`config.mk`:
```
export PLATFORM = sky130hd
export DESIGN_NAME = mul_seq
export DESIGN_NICKNAME = d
export VERILOG_FILES = /design/src/rtl/mul_seq.sv
export SDC_FILE = /design/constraint.sdc
export NUM_CORES = 1
export LEC_CHECK = 0
export ABC_AREA = 1
export CAP_MARGIN = 0
export CORE_MARGIN = 2
export CORE_UTILIZATION = 50
export CTS_CLUSTER_SIZE = 8
export DETAILED_ROUTE_END_ITERATION = 6
export PLACE_DENSITY = 0.85
export SYNTH_ARGS = -nofsm -noshare
export SYNTH_HDL_FRONTEND = slang
export SYNTH_SLANG_ARGS = --single-unit
```
`constraint.sdc`:
```
create_clock -name clk -period 3.78 [get_ports clk]
set_input_delay 0.567 -clock clk [delete_from_list [all_inputs] [get_ports clk]]
set_output_delay 0.567 -clock clk [all_outputs]
set_load 0.01 [all_outputs]
```
`src/rtl/mul_seq.sv`:
```
// Purpose: 32-bit unsigned shift-and-add multiplier that borrows an external ALU for its adds.
// Latency: start accepted at edge N -> done pulse after edge N+32 -> idle again after edge N+33.
// Backpressure: none; start is accepted only while idle, and a start while busy is dropped.
//
// Ports:
//   clk, rst        single clock, synchronous active-high reset
//   start, opA, opB multiply request; opA/opB are captured on the accepted start cycle
//   busy, done      busy while not idle; done is a one-cycle pulse while result is fresh
//   result          low WIDTH bits of opA*opB, held until the next result is produced
//   ALUop1, ALUop2  operands to the shared ALU (accumulator, shifted multiplicand); zero when not running
//   ALUctrl         ALU operation select; ADD (3'b000) at all times
//   SUM             combinational ALU result for ALUop1 + ALUop2, returned in the same cycle
module mul_seq #(
  parameter int WIDTH = 32
) (
  input  logic             clk,
  input  logic             rst,
  input  logic             start,
  input  logic [WIDTH-1:0] opA,
  input  logic [WIDTH-1:0] opB,
  output logic             busy,
  output logic             done,
  output logic [WIDTH-1:0] result,
  output logic [WIDTH-1:0] ALUop1,
  output logic [WIDTH-1:0] ALUop2,
  output logic [2:0]       ALUctrl,
  input  logic [WIDTH-1:0] SUM
);

  typedef enum logic [1:0] {
    IDLE = 2'd0,
    RUN  = 2'd1,
    DONE = 2'd2
  } state_t;

  localparam logic [2:0] ALU_ADD  = 3'b000;
  localparam logic [4:0] CNT_LAST = 5'd31;

  state_t           state;
  logic [WIDTH-1:0] acc;
  logic [WIDTH-1:0] mcand;
  logic [WIDTH-1:0] mplier;
  logic [4:0]       cnt;
  logic [WIDTH-1:0] acc_nxt;

  // Partial product update: add the shifted multiplicand only when the
  // current multiplier bit is set. The ALU carry-out is not available to
  // us and not wanted, so arithmetic wraps modulo 2^WIDTH naturally.
  assign acc_nxt = mplier[0] ? SUM : acc;

  // The ALU is only driven while running so it sees quiet zero operands
  // in idle, done and reset.
  assign ALUop1  = (state == RUN) ? acc   : '0;
  assign ALUop2  = (state == RUN) ? mcand : '0;
  assign ALUctrl = ALU_ADD;

  always_ff @(posedge clk) begin
    if (rst) begin
      state  <= IDLE;
      acc    <= '0;
      mcand  <= '0;
      mplier <= '0;
      cnt    <= '0;
      result <= '0;
      done   <= 1'b0;
      busy   <= 1'b0;
    end else begin
      case (state)
        IDLE: begin
          done <= 1'b0;
          if (start) begin
            state  <= RUN;
            mcand  <= opA;
            mplier <= opB;
            acc    <= '0;
            cnt    <= '0;
            busy   <= 1'b1;
          end
        end

        RUN: begin
          // Always 32 iterations; no early exit when mplier runs out of ones,
          // which keeps the latency fixed for the caller.
          acc    <= acc_nxt;
          mcand  <= mcand << 1;
          mplier <= mplier >> 1;
          cnt    <= cnt + 5'd1;
          if (cnt == CNT_LAST) begin
            state  <= DONE;
            // Capture the post-add value of the final iteration directly.
            result <= acc_nxt;
            done   <= 1'b1;
          end
        end

        DONE: begin
          state <= IDLE;
          done  <= 1'b0;
          busy  <= 1'b0;
        end

        default: begin
          state <= IDLE;
          done  <= 1'b0;
          busy  <= 1'b0;
        end
      endcase
    end
  end

endmodule

```
==> results.txt <==
The proportion of register bits with asynchronous set or reset after synthesis came out at 0. The fraction of power spent switching nets came out at 0.242. The final layout contains 1351 nets. The count of non-filler cells in the finished layout is 1439. The netlist area before placement came out at 6630 um^2.

The number of max-capacitance violations reported is 0. The area enclosed by the die boundary came out at 14200 um^2. The clock arrives with 4.15 ps of skew. The global-route wire length before repair is 28100 um. Entering global routing, the biggest net connects 108 pins. The clock tree synthesis step divided the H-tree into 4 levels. After synthesis, the cell types taking the most area are sky130_fd_sc_hd__dfxtp_1, sky130_fd_sc_hd__nand2_1, sky130_fd_sc_hd__nor2_1. In the final routed layout, each cell accounts on average for 11.9 um. The floorplan step set the die width to 119 um. The number of hold violations in the final report was 0. The violation count after the first detailed-route iteration came out at 591.

The biggest area contributor in the post-synthesis netlist is sky130_fd_sc_hd__dfxtp_1. After clock tree synthesis, the setup repair step added 0 buffers. After floorplanning, the core was divided into 42 placement rows. Along the worst path, the maximum fanout reaches 39.

The global router's overall resource usage came out at 0.241. The number of buffers added by the clock tree synthesis step came out at 17. The total negative setup slack came out at 0 ps.

By startpoint and endpoint, the worst setup path is classified as flop to primary output. The worst setup path is launched from a flop. Synthesis handed over a netlist of 1091 instances. CTS saw 137 sinks.

The area of the core is 13100 um^2. Detailed routing inserted a total of 6743 vias. Setup repair after global routing left no endpoint under its margin. The synthesized area per cell is 6.08 um^2. The net switching power figure came out at 0.000892 W. The share of total power dissipated in the clock network is 0.447. The clock-pin transition on the worst setup and hold timing paths is 50 ps.

The peak per-stage delay on the critical path is 650 ps. The slowest stage of the critical path is the sky130_fd_sc_hd__nor2_4 cell. The later pin in the worst-skew pair is clocked with a latency of 410 ps. The number of global-route vias before repair came to 6027. The buffers plus inverters on the worst setup path came out at 3. The power density of the placed cells came out at 400 nW/um^2. The part of the total power dissipated in combinational logic came out at 0.132. Across all setup checks in the final design, the least slack found is 699 ps. The diode insertion count for antenna repair is 0. The total count of max-transition violations in the final report is 0. The initial utilization of the core area, before any placement, comes to 0.507. Measured against its own limit, the worst slew margin works out to 0.291.

In this run the clock root is driven by a sky130_fd_sc_hd__clkbuf_16. The relative contribution of sequential cells to total power came out at 0.420. The multi-input combinational cell area came out at 2900 um^2. The filler cells instantiated in the layout total 1075. The transition time at the pin with the least slew margin is 1060 ps. The fmax is 0.325 GHz. The leakage component of the power is 4.34 nW. The count of input and output buffers is 196. The post-layout minimum cycle time came out at 3080 ps. The initial antenna violation count is 0. Data on the critical path is required at its endpoint by 3210 ps. The cell total after placement is 1407. The share of final-layout standard cells stronger than drive strength 1 is 0.0372. The placer's final routability congestion estimate is 0.806. The critical path goes through inv_1 -> nor2_4 -> nand2_1 -> inv_1 -> clkdlybuf4s50_1.

Across the VDD grid, the largest voltage drop is 0.408 mV. By instance count, the leading cell after synthesis is sky130_fd_sc_hd__nand2_1. By count the netlist is led by sky130_fd_sc_hd__nand2_1, sky130_fd_sc_hd__nor2_1, sky130_fd_sc_hd__inv_1.

The category of the worst setup path capture point is a primary output. The run finished with clean final reports. The most used flip-flop cell after synthesis is sky130_fd_sc_hd__dfxtp_1.

TritonCTS built the clock tree. The post-route fraction of the period consumed by the critical path came out at 0.815. The post-detailed-placement half-perimeter wirelength came out at 10900 um. The most common cell type on the critical path is sky130_fd_sc_hd__inv_1.

The minimum hold slack came out at 463 ps. The post-cts sizing count came out at 0. The buffer depth of the longest clock path is 2. The remaining global-route overflow came out at 0.

Broken down by cell family, the worst path's largest delay share belongs to simple AND/OR/NAND/NOR gates. The Yosys step of the flow raised 0 warnings. The number of placed I/O pins came out at 200. The sequential share of the synthesized area is 0.414. The routed wire length came out at 17100 um. The worst slack at placement came out at 1140 ps. The total iterations of the first detailed-routing run came out at 5. The growth of design area from synthesis to finish is 39.0%. The area occupied by registers came out at 2740 um^2.

The netlist uses 18 different library cells. The die height is 119 um. The routed via count divided by cell count came out at 4.69.

The post-route DRC violation count came out at 0. The count of endpoints failing setup in the final report is 0. Buffers inserted to repair hold after CTS numbered 0. In this run, synthesis inferred 0 flip-flops with an integrated enable.

The number of flip-flops and latches in the synthesized netlist came out at 137. Of the post-synthesis cell area, the dominant cell type holds 0.414. The total internal power came out at 0.00280 W. The number of nets with antenna violations after routing is 0. The data arrival time of the critical path is 2510 ps. The worst hold-check path type is flop to flop.
[area by class of cell]
class	instances	area share
clock inverters	7	0.00950
multi-input cells	699	0.314
flip-flops and latches	137	0.298
clock buffers	25	0.0559
repair buffers	205	0.221
well taps	176	0.0239
inverters	190	0.0774
[layer usage]
layer	global-route usage	routed length (um)	up-vias
met3	0.0556	1110	23
met2	0.407	8080	215
met1	0.304	7670	2966
li1	-	-	3539
met5	0	0	-
met4	0.0818	253	0
[cell families after synthesis]
group                    synth area share
AND/OR/NAND/NOR                     0.323
buffers and inverters               0.154
AO/OA/AOI/OAI                       0.106
flip-flops                          0.414
adder cells (fa/ha/maj)           0.00377
other                            0.000565
[through the flow]
step                      area, um^2  power (W)   util
after floorplan                 6640    0.00187      -
after global placement          8610    0.00206  0.658
after detailed placement        8610    0.00206  0.658
after CTS                       9220    0.00372  0.704
after global routing            9220    0.00385  0.704
final                           9220    0.00369  0.704
[worst reg2reg max path: cells and delay by family (launching register included)]
kind | cells | cell delay (ps)
AND/OR/NAND/NOR | 3 | 1540
AO/OA/AOI/OAI | 1 | 480
flip-flops | 1 | 440
buffers and inverters | 1 | 120
[layout by cell type (no fill, tap or decap), types with 3 or more instances in the layout]
master,count
sky130_fd_sc_hd__conb_1,3
sky130_fd_sc_hd__dfxtp_1,136
sky130_fd_sc_hd__inv_1,189
sky130_fd_sc_hd__buf_4,8
sky130_fd_sc_hd__clkdlybuf4s50_1,195
sky130_fd_sc_hd__nor2_1,190
sky130_fd_sc_hd__nand3_1,41
sky130_fd_sc_hd__o21ai_0,101
sky130_fd_sc_hd__nand2_1,318
sky130_fd_sc_hd__clkbuf_16,17
sky130_fd_sc_hd__clkbuf_8,6
sky130_fd_sc_hd__clkinv_2,4
sky130_fd_sc_hd__a21oi_1,36
[path summary, 6_finish.rpt]
kind	from	to	slack (ps)	depth (start not counted)
worst max-delay path	state[0]	ALUop2[0]	700	5
worst min-delay path	acc[10]	acc[10]	460	2
worst max register to register	state[0]	result[12]	1090	5
worst min register to register	acc[10]	acc[10]	460	2
[registers in the layout, indices dropped and copies added (netlist names)]
register  flops
done          1
result       32
mplier       32
busy          1
state         2
cnt           5
mcand        32
acc          32
[power by group through the flow]
stage	sequential [W]	clock (W)	combinational [W]
floorplan	0.00156	0	0.000310
global placement	0.00158	0	0.000478
detailed placement	0.00158	0	0.000484
CTS	0.00155	0.00168	0.000491
global route	0.00156	0.00174	0.000551
finish	0.00155	0.00165	0.000488
(Power assumes the default switching activity.)
